## src/rtl/water_fill_if.sv

```systemverilog
// Handshake bundle between the washing-machine controllers and the shared
// inlet-valve arbiter.
interface water_fill_if #(
  parameter int N = 4
);
  logic [N-1:0] req;
  logic [N-1:0] full;
  logic [N-1:0] grant;
  logic         valve_open;
  logic [2:0]   active_id;
  logic [N-1:0] timeout_err;
  logic         busy;

  modport master (
    output req, full,
    input  grant, valve_open, active_id, timeout_err, busy
  );

  modport slave (
    input  req, full,
    output grant, valve_open, active_id, timeout_err, busy
  );
endinterface

```

## src/rtl/water_fill_arbiter.sv

```systemverilog
// Round-robin arbiter for one shared mains inlet valve: one fill at a time,
// closed on full, withdrawal or timeout, with a settle gap between grants.
module water_fill_arbiter #(
  parameter int N        = 4,
  parameter int FILL_MAX = 200,
  parameter int GAP      = 2
) (
  input logic        clk,
  input logic        rst,
  water_fill_if.slave bus
);

  typedef enum logic [1:0] {S_IDLE, S_FILL, S_CLOSE} state_e;

  state_e       state_q, state_d;
  logic [N-1:0] grant_q, grant_d;
  logic [N-1:0] err_q, err_d;
  logic         valve_q, valve_d;
  logic         busy_q, busy_d;
  logic [2:0]   id_q, id_d;
  logic [2:0]   ptr_q, ptr_d;
  logic [9:0]   fill_cnt_q, fill_cnt_d;
  logic [3:0]   settle_q, settle_d;

  logic [N-1:0] eligible;
  logic         cur_full, cur_req;
  logic         found;
  logic [2:0]   pick;

  assign eligible = bus.req & ~err_q;

  // Round-robin search starting at ptr, plus the granted requester's inputs.
  always_comb begin
    int cand;
    found    = 1'b0;
    pick     = '0;
    cur_full = 1'b0;
    cur_req  = 1'b0;
    for (int k = 0; k < N; k++) begin
      cand = int'(ptr_q) + k;
      if (cand >= N) cand = cand - N;
      if (!found && eligible[cand]) begin
        found = 1'b1;
        pick  = 3'(cand);
      end
    end
    for (int i = 0; i < N; i++) begin
      if (id_q == 3'(i)) begin
        cur_full = bus.full[i];
        cur_req  = bus.req[i];
      end
    end
  end

  // NOTE: every signal gets a default before the case so no latch is inferred.
  always_comb begin
    state_d    = state_q;
    grant_d    = grant_q;
    valve_d    = valve_q;
    busy_d     = busy_q;
    id_d       = id_q;
    ptr_d      = ptr_q;
    fill_cnt_d = fill_cnt_q;
    settle_d   = settle_q;
    // A flag only survives while its requester keeps asking.
    err_d      = err_q & bus.req;

    case (state_q)
      S_IDLE: begin
        if (found) begin
          for (int i = 0; i < N; i++) grant_d[i] = (pick == 3'(i));
          valve_d    = 1'b1;
          busy_d     = 1'b1;
          id_d       = pick;
          fill_cnt_d = 10'd1;
          state_d    = S_FILL;
        end
      end
      S_FILL: begin
        if (cur_full || !cur_req || fill_cnt_q == 10'(FILL_MAX)) begin
          grant_d  = '0;
          valve_d  = 1'b0;
          ptr_d    = (id_q == 3'(N - 1)) ? 3'd0 : id_q + 3'd1;
          settle_d = 4'(GAP);
          state_d  = S_CLOSE;
          if (!cur_full && cur_req) begin
            for (int i = 0; i < N; i++)
              if (id_q == 3'(i)) err_d[i] = 1'b1;
          end
        end else begin
          fill_cnt_d = fill_cnt_q + 10'd1;
        end
      end
      S_CLOSE: begin
        if (settle_q == 4'd1) begin
          busy_d  = 1'b0;
          state_d = S_IDLE;
        end else begin
          settle_d = settle_q - 4'd1;
        end
      end
      default: state_d = S_IDLE;
    endcase
  end

  // NOTE: sequential state uses non-blocking assignments only.
  always_ff @(posedge clk or posedge rst) begin
    if (rst) begin
      state_q    <= S_IDLE;
      grant_q    <= '0;
      err_q      <= '0;
      valve_q    <= 1'b0;
      busy_q     <= 1'b0;
      id_q       <= '0;
      ptr_q      <= '0;
      fill_cnt_q <= '0;
      settle_q   <= '0;
    end else begin
      state_q    <= state_d;
      grant_q    <= grant_d;
      err_q      <= err_d;
      valve_q    <= valve_d;
      busy_q     <= busy_d;
      id_q       <= id_d;
      ptr_q      <= ptr_d;
      fill_cnt_q <= fill_cnt_d;
      settle_q   <= settle_d;
    end
  end

  assign bus.grant       = grant_q;
  assign bus.valve_open  = valve_q;
  assign bus.active_id   = id_q;
  assign bus.timeout_err = err_q;
  assign bus.busy        = busy_q;

endmodule

```

## src/flat_wrapper.sv

```systemverilog
// flat-port wrapper written by rule: the top's interface ports become plain ports
module water_fill_arbiter_flat 
#(
  parameter int N        = 4,
  parameter int FILL_MAX = 200,
  parameter int GAP      = 2
)
  (clk, rst, bus_req, bus_full, bus_grant, bus_valve_open, bus_active_id, bus_timeout_err, bus_busy);
  water_fill_if #(.N(N)) bus_i ();
  input logic clk;
  input logic rst;
  input wire logic [$bits(bus_i.req)-1:0] bus_req;
  input wire logic [$bits(bus_i.full)-1:0] bus_full;
  output wire logic [$bits(bus_i.grant)-1:0] bus_grant;
  output wire logic [$bits(bus_i.valve_open)-1:0] bus_valve_open;
  output wire logic [$bits(bus_i.active_id)-1:0] bus_active_id;
  output wire logic [$bits(bus_i.timeout_err)-1:0] bus_timeout_err;
  output wire logic [$bits(bus_i.busy)-1:0] bus_busy;
  assign bus_i.req = bus_req;
  assign bus_i.full = bus_full;
  assign bus_grant = bus_i.grant;
  assign bus_valve_open = bus_i.valve_open;
  assign bus_active_id = bus_i.active_id;
  assign bus_timeout_err = bus_i.timeout_err;
  assign bus_busy = bus_i.busy;
  water_fill_arbiter #(.N(N), .FILL_MAX(FILL_MAX), .GAP(GAP)) u_core (.clk(clk), .rst(rst), .bus(bus_i));
endmodule
```

## config.mk

```make
export PLATFORM = sky130hd
export DESIGN_NAME = water_fill_arbiter_flat
export DESIGN_NICKNAME = d
export VERILOG_FILES = /design/src/rtl/water_fill_if.sv /design/src/rtl/water_fill_arbiter.sv /design/src/flat_wrapper.sv
export SDC_FILE = /design/constraint.sdc
export NUM_CORES = 1
export LEC_CHECK = 0
export CAP_MARGIN = 0
export CORE_ASPECT_RATIO = 1.2
export CORE_UTILIZATION = 30
export CTS_CLUSTER_SIZE = 8
export DETAILED_ROUTE_END_ITERATION = 10
export DONT_BUFFER_PORTS = 1
export GPL_TIMING_DRIVEN = 0
export SLEW_MARGIN = 20
export SYNTH_ARGS = -nofsm -noshare
export SYNTH_HDL_FRONTEND = slang
export SYNTH_SLANG_ARGS = --single-unit
export TNS_END_PERCENT = 20
```

## constraint.sdc

```tcl
create_clock -name clk -period 3.65 [get_ports clk]
set_input_delay 0.73 -clock clk [delete_from_list [all_inputs] [get_ports clk]]
set_output_delay 0.73 -clock clk [all_outputs]
set_load 0.01 [all_outputs]
```

* After elaboration in Yosys (flattened, before gate mapping)
Index checks and enable logic that the tools add are counted.
Operators by class: bitwise gates (word level) 3, $lt $le $gt $ge 8, equality and inequality tests 15, reductions and logical operators 24, add/subtract/negate cells 10, multiplexer cells 58
Operators by type and width (number):
- 32-bit by 4-bit < comparator with 1-bit output, second input constant | 4
- 32-bit two-way mux | 4
- 32-bit by 4-bit >= comparator with 1-bit output, second input constant | 3
- 32-bit by 4-bit subtractor with 32-bit output, second input constant | 3
- 4-bit two-way mux | 7
- 1-bit two-way mux | 27
- 10-bit two-way mux | 2
- 10-bit case mux with 2 select lines | 1
- 4-bit case mux with 2 select lines | 2
- 3-bit two-way mux | 5
- 3-bit AND reduction | 5
- 3-bit by 2-bit == test with 1-bit output, second input constant | 4
- 10-bit by 1-bit adder with 10-bit output, second input constant | 1
- 10-bit by 8-bit == test with 1-bit output, second input constant | 1
- 3-bit by 2-bit adder with 4-bit output, second input constant | 2
- 4-bit bitwise AND | 2
- 1-bit binary-select mux with 2-bit select | 4
- 3-bit by 1-bit == test with 1-bit output, second input constant | 2
- 3-bit zero test | 2
- 2-bit two-way mux | 3
- 2-bit by 1-bit inequality test with 1-bit output, second input constant | 3
- 2-bit case mux with 3 select lines | 1
- 2-bit nonzero test | 3
- 1-bit zero test | 5
- other kinds (15) | 22
Storage, ports and cells: register bits 32, word-level logic and storage cells 127, input port bits 10

* Depth between registers and ports, before layout
depth in word-level cells 18, gate-level depth with buffers 10, depth with buffers taken out 8

* Worst setup path after synthesis
No wires, ideal clock.
path type reg2reg, start point register u_core.ptr_q[1], end point register u_core.grant_q[0], in the netlist u_core.bus.grant[0], data arrival time 2.659 ns, setup slack 0.856 ns, data required time 3.515 ns, stages on the path, launching flop included 10, period minus slack after synthesis 2.794 ns, cell sequence dfrtp_1 > clkbuf_1 > inv_1 > ha_1 > clkbuf_1 > mux4_2 > mux2_1 > or3_4 > a21boi_4 > o41ai_1
On the way: word-level cells in the longest chain between the ends 18, elaborated cells on any way between the ends 46, those cells by class 7 x add/sub; 4 x order compare; 1 x eq/ne; 26 x mux; 8 x reduce/logical
RTL lines:
- start, declared | line water_fill_arbiter.sv:21 | logic [2:0] ptr_q, ptr_d;
- start signal, assigned | line water_fill_arbiter.sv:125 | ptr_q <= ptr_d;
- parallel branches: the longest is 18 deep, another holds 32-bit by 4-bit subtractor with 32-bit output
- end signal, assigned | line water_fill_arbiter.sv:120 | grant_q <= grant_d;
- end, declared | line water_fill_arbiter.sv:16 | logic [N-1:0] grant_q, grant_d;
Parallel ways; which one is timed is not known. The select of a mux whose other input is x is not followed. A chain may end at the register's enable or synchronous reset.

* Worst setup path in the final report
start point register u_core.ptr_q[1], end point register u_core.grant_q[2], in the netlist u_core.bus.grant[2]
On the way: word-level cells in the longest chain between the ends 18, elaborated cells on any way between the ends 46, those cells by class 7 x add/sub; 4 x order compare; 2 x eq/ne; 26 x mux; 7 x reduce/logical
RTL lines:
- parallel branches: the longest is 18 deep, another holds 32-bit by 4-bit subtractor with 32-bit output
Parallel ways; which one is timed is not known. The select of a mux whose other input is x is not followed.

==> metrics.md <==
| Metric | Value |
|---|---|
| Clk_lat worst skew | `0.29 ns` |
| Max_cap viols | `0` |
| 1st-pass router iterations | `4` |
| Dpl hpwl | `between 3000 and 4000 um` |
| Final worst-path cycle share | `85.5%` |
| Setup TNS | `0 ns` |
| Comb pwr share | `between 50% and 60%` |
| Simple-Gate Fraction of Synth Area | `approximately a fifth` |
| Layer with the highest usage | `met2` |
| Rel. slew slack | `between 40% and 50%` |
| Max-slew violation count | `0` |
| P_int | `around 900 uW` |
| Core Area | `about 0.0068 mm2` |
| Htree depth | `2` |
| Clock buffer depth | `2` |
| Synth area leaders | `dfrtp_1 38%, ha_1 8.4%, nand2_1 4.3%` |
| Met2 Track Usage GR | `21.6%` |
| Synth Area in Compound Gates | `between 20% and 30%` |
| Ys async rst share | `100%` |
| WP data required | `3.80 ns` |
| Crit Path Max Fanout | `8` |
| Reg area | `approximately 800 um2` |
| Sw frac | `45.5%` |
| Fin nets | `approximately 260` |
| Footprint of the multi-input gates | `approximately 0.0012 mm2` |
| Final wirelength | `approximately 4700 um` |
| Diode count | `0` |
| Final Wtd Congestion | `~0.87` |
| Global route overflow | `0` |
| Rows | `33` |
| Top Ports | `23` |
| Post-route ant nets | `0` |
| Share of layout cells above drive strength 1 | `under 10%` |
| Synth warn | `0` |
| Mux share of post-synthesis cell area | `under 10%` |
| Fmax achieved | `approximately 0.32 GHz` |
| Combinational family with the most area after synthesis | `compound AO/OA/AOI/OAI gates` |
| GRT Total Usage | `between 10% and 20%` |
| Net count after synthesis | `approximately 250` |
| Finish-stage setup viols | `0` |
| P per Cell Area | `728 mW/mm2` |
| Worst Tran Pin Value | `~0.75 ns` |
| Synthesized-area fraction occupied by adder cells | `8.36%` |
| Vias per Instance | `around 5.3` |
| Switching pwr | `between 700 and 800 uW` |
| CTS sink cnt | `32` |
| Starting density of the core | `a little over 30%` |
| Synth Instances | `around 230` |
| Yosys reg bits | `32` |
| LEAKAGE | `~0.0010 uW` |
| Top cell type by total area after synthesis | `dfrtp_1` |
| Largest net degree at the start of global routing | `33` |
| Most frequent cell after synthesis | `dfrtp_1` |
| Synth Area in XOR/XNOR | `less than 1%` |
| CTS tree | `built` |
| Remaining DRCs | `0` |
| HP Class | `in -> async` |
| RSZ-0062 raised after global routing | `false` |
| Most frequent CP cell | `clkbuf_1` |
| Post-CTS Setup Inserts | `0` |
| Hold_buf cts | `0` |
| Resized cells post-CTS | `0` |
| Critical Path Max Stage Delay | `approximately 0.56 ns` |
| VDD IR-drop max | `around 250 uV` |
| Crit Path Class | `reg -> reg` |
| Final Skew | `around 0.0078 ns` |
| Synth unique cells | `50` |
| Share of the synthesized area in the top cell type | `38.2%` |
| Synthesis-to-layout area growth | `9.50%` |
| Vias | `between 1500 and 2000` |
| Tmin final | `around 3.1 ns` |
| Post-synth EDFFs | `0` |
| Root buf cell | `clkbuf_8` |
| Die footprint | `between 0.007 and 0.008 mm2` |
| Initial antenna violation count | `0` |
| Routing usage on met1 | `between 10% and 20%` |
| PortBufs | `0` |
| Die W | `about 78 um` |
| Clock share of power | `16.9%` |
| M3 GR Usage | `4.00%` |
| Clock Pin Slew Worst Setup and Hold Paths | `0.07 ns` |
| Min Hold Slack | `between 0.4 and 0.5 ns` |
| First-pass GRT wire length | `7880 um` |
| Nature of the critical path endpoint | `flop` |
| Post-synthesis sequential area ratio | `around two fifths` |
| Worst EP arrival | `~3.3 ns` |
| Status | `complete, no violations` |
| Initial DRC Count | `about 110` |
| Routed wire per std cell | `approximately 15 um` |
| Reg power frac | `between 30% and 40%` |
| Post-synth top cells | `32 x dfrtp_1, 24 x nand2_1, 17 x a21oi_1, 17 x inv_1, 16 x o21ai_0` |
| Number of CTS-inserted buffers | `5` |
| Vias in the first global route | `approximately 1600` |
| CP max-delay cell | `mux4_2` |
| Syn_area_per_cell | `around 9 um2` |
| Fin. Hold Viols | `0` |
| Die Y | `between 90 and 100 um` |
| Fill cells | `727` |
| Main synth FF type | `dfrtp_1` |
| Worst setup SP type | `flop` |
| Cells along the critical path | `clkbuf_1 -> inv_1 -> ha_1 -> clkbuf_1 -> mux4_2 -> mux2_1 -> or3_4 -> a21boi_4 -> o41ai_1` |
| Synth Cell Area | `~0.0021 mm2` |
[power by group through the flow]
stage / registers [uW] / clock network (uW) / logic [uW]
final: 527 / 283 / 860
after global routing: 541 / 306 / 979
after CTS: 527 / 295 / 860
after detailed placement: 534 / 0 / 855
after global placement: 533 / 0 / 841
after floorplan: 512 / 0 / 678
[through the flow]
stage,std cells,worst slack [ns],utilization [%],power (uW),cell area [um2]
3_3_place_gp,315,0.576,32.5,1370,2200
3_5_place_dp,315,0.572,32.5,1390,2200
4_1_cts,323,0.543,33.9,1680,2290
5_1_grt,323,0.316,33.9,1830,2290
2_1_floorplan,228,0.856,-,1190,2090
6_report,323,0.530,33.9,1670,2290
[placed cells by master, fill, tap and decap left out, types with 2 or more instances in the layout]
master    netlist  final
nor4_1          3      3
a211oi_1        3      3
and2_1          2      2
a311o_1         2      2
ha_1           14     14
nor3b_1         2      2
o22ai_1         2      2
a31oi_1         3      3
nor3_1          4      4
dfrtp_1        32     32
a22o_1          4      4
a31o_2          2      2
nand4_1         4      4
nor4bb_1        3      3
o21ai_0        16     16
mux2_2          3      3
o41ai_1         5      5
clkbuf_8        0      6
mux2_1          2      2
mux2i_1         4      4
and3_1          2      2
clkbuf_1        5      7
nand3_1         5      5
nand2_1        24     24
inv_1          17     16
a21o_1          2      2
a21oi_1        17     17
nor2_1         12     12
xnor2_1         2      2
o21a_1          2      2
nand2b_1        6      6
nor2b_1         4      4
or3_1           2      2
[per-layer routing]
metal | up-vias | wire (um)
li1 | 844 | -
met1 | 829 | 2190
met2 | 23 | 2260
met3 | 11 | 169
met4 | 0 | 123
met5 | - | 0
[area by class of cell]
cell class	count	area share [%]
multi-input cells	172	52.1
flip-flops and latches	32	34.9
inverters	17	2.78
clock buffers	8	3.93
plain buffers	7	1.53
well taps	87	4.75
[path summary, 6_finish.rpt]
path | endpoint | startpoint | cells after the start | slack, ns
worst max-delay path | u_core.bus.grant[2]$_DFFE_PP0P_ | u_core.ptr_q[1]$_DFFE_PP0P_ | 9 | 0.53
worst min-delay path | u_core.bus.active_id[1]$_DFFE_PP0P_ | rst | 1 | 0.43
worst max register to register | u_core.bus.grant[2]$_DFFE_PP0P_ | u_core.ptr_q[1]$_DFFE_PP0P_ | 9 | 0.53
worst min register to register | u_core.settle_q[2]$_DFFE_PP0P_ | u_core.settle_q[2]$_DFFE_PP0P_ | 1 | 0.53
max in group asynchronous | u_core.settle_q[2]$_DFFE_PP0P_ | rst | 1 | 2.78
min in group clk | u_core.settle_q[2]$_DFFE_PP0P_ | u_core.settle_q[2]$_DFFE_PP0P_ | 1 | 0.53
[logic make-up after synthesis]
group           after synthesis
simple gates                 80
compound gates               66
flops                        32
buf+inv                      24
fa+ha+maj                    14
mux                          10
xor+xnor                      2
[worst max-delay path, delay by kind of cell (launching register included)]
family                     cells  cell delay [ns]
muxes                          2             0.89
buffers and inverters          3             0.78
AOI/OAI and AO/OA              2             0.31
DFF                            1             0.35
adders and majority gates      1             0.30
and+or+nand+nor                1             0.34
[sequential cells by signal, indices dropped and copies added (netlist names)]
register,cells
u_core.bus.active_id,3
u_core.bus.busy,1
u_core.bus.grant,4
u_core.bus.timeout_err,4
u_core.bus.valve_open,1
u_core.fill_cnt_q,10
u_core.ptr_q,3
u_core.settle_q,4
u_core.state_q,2
Power figures use the tool's default switching activity.
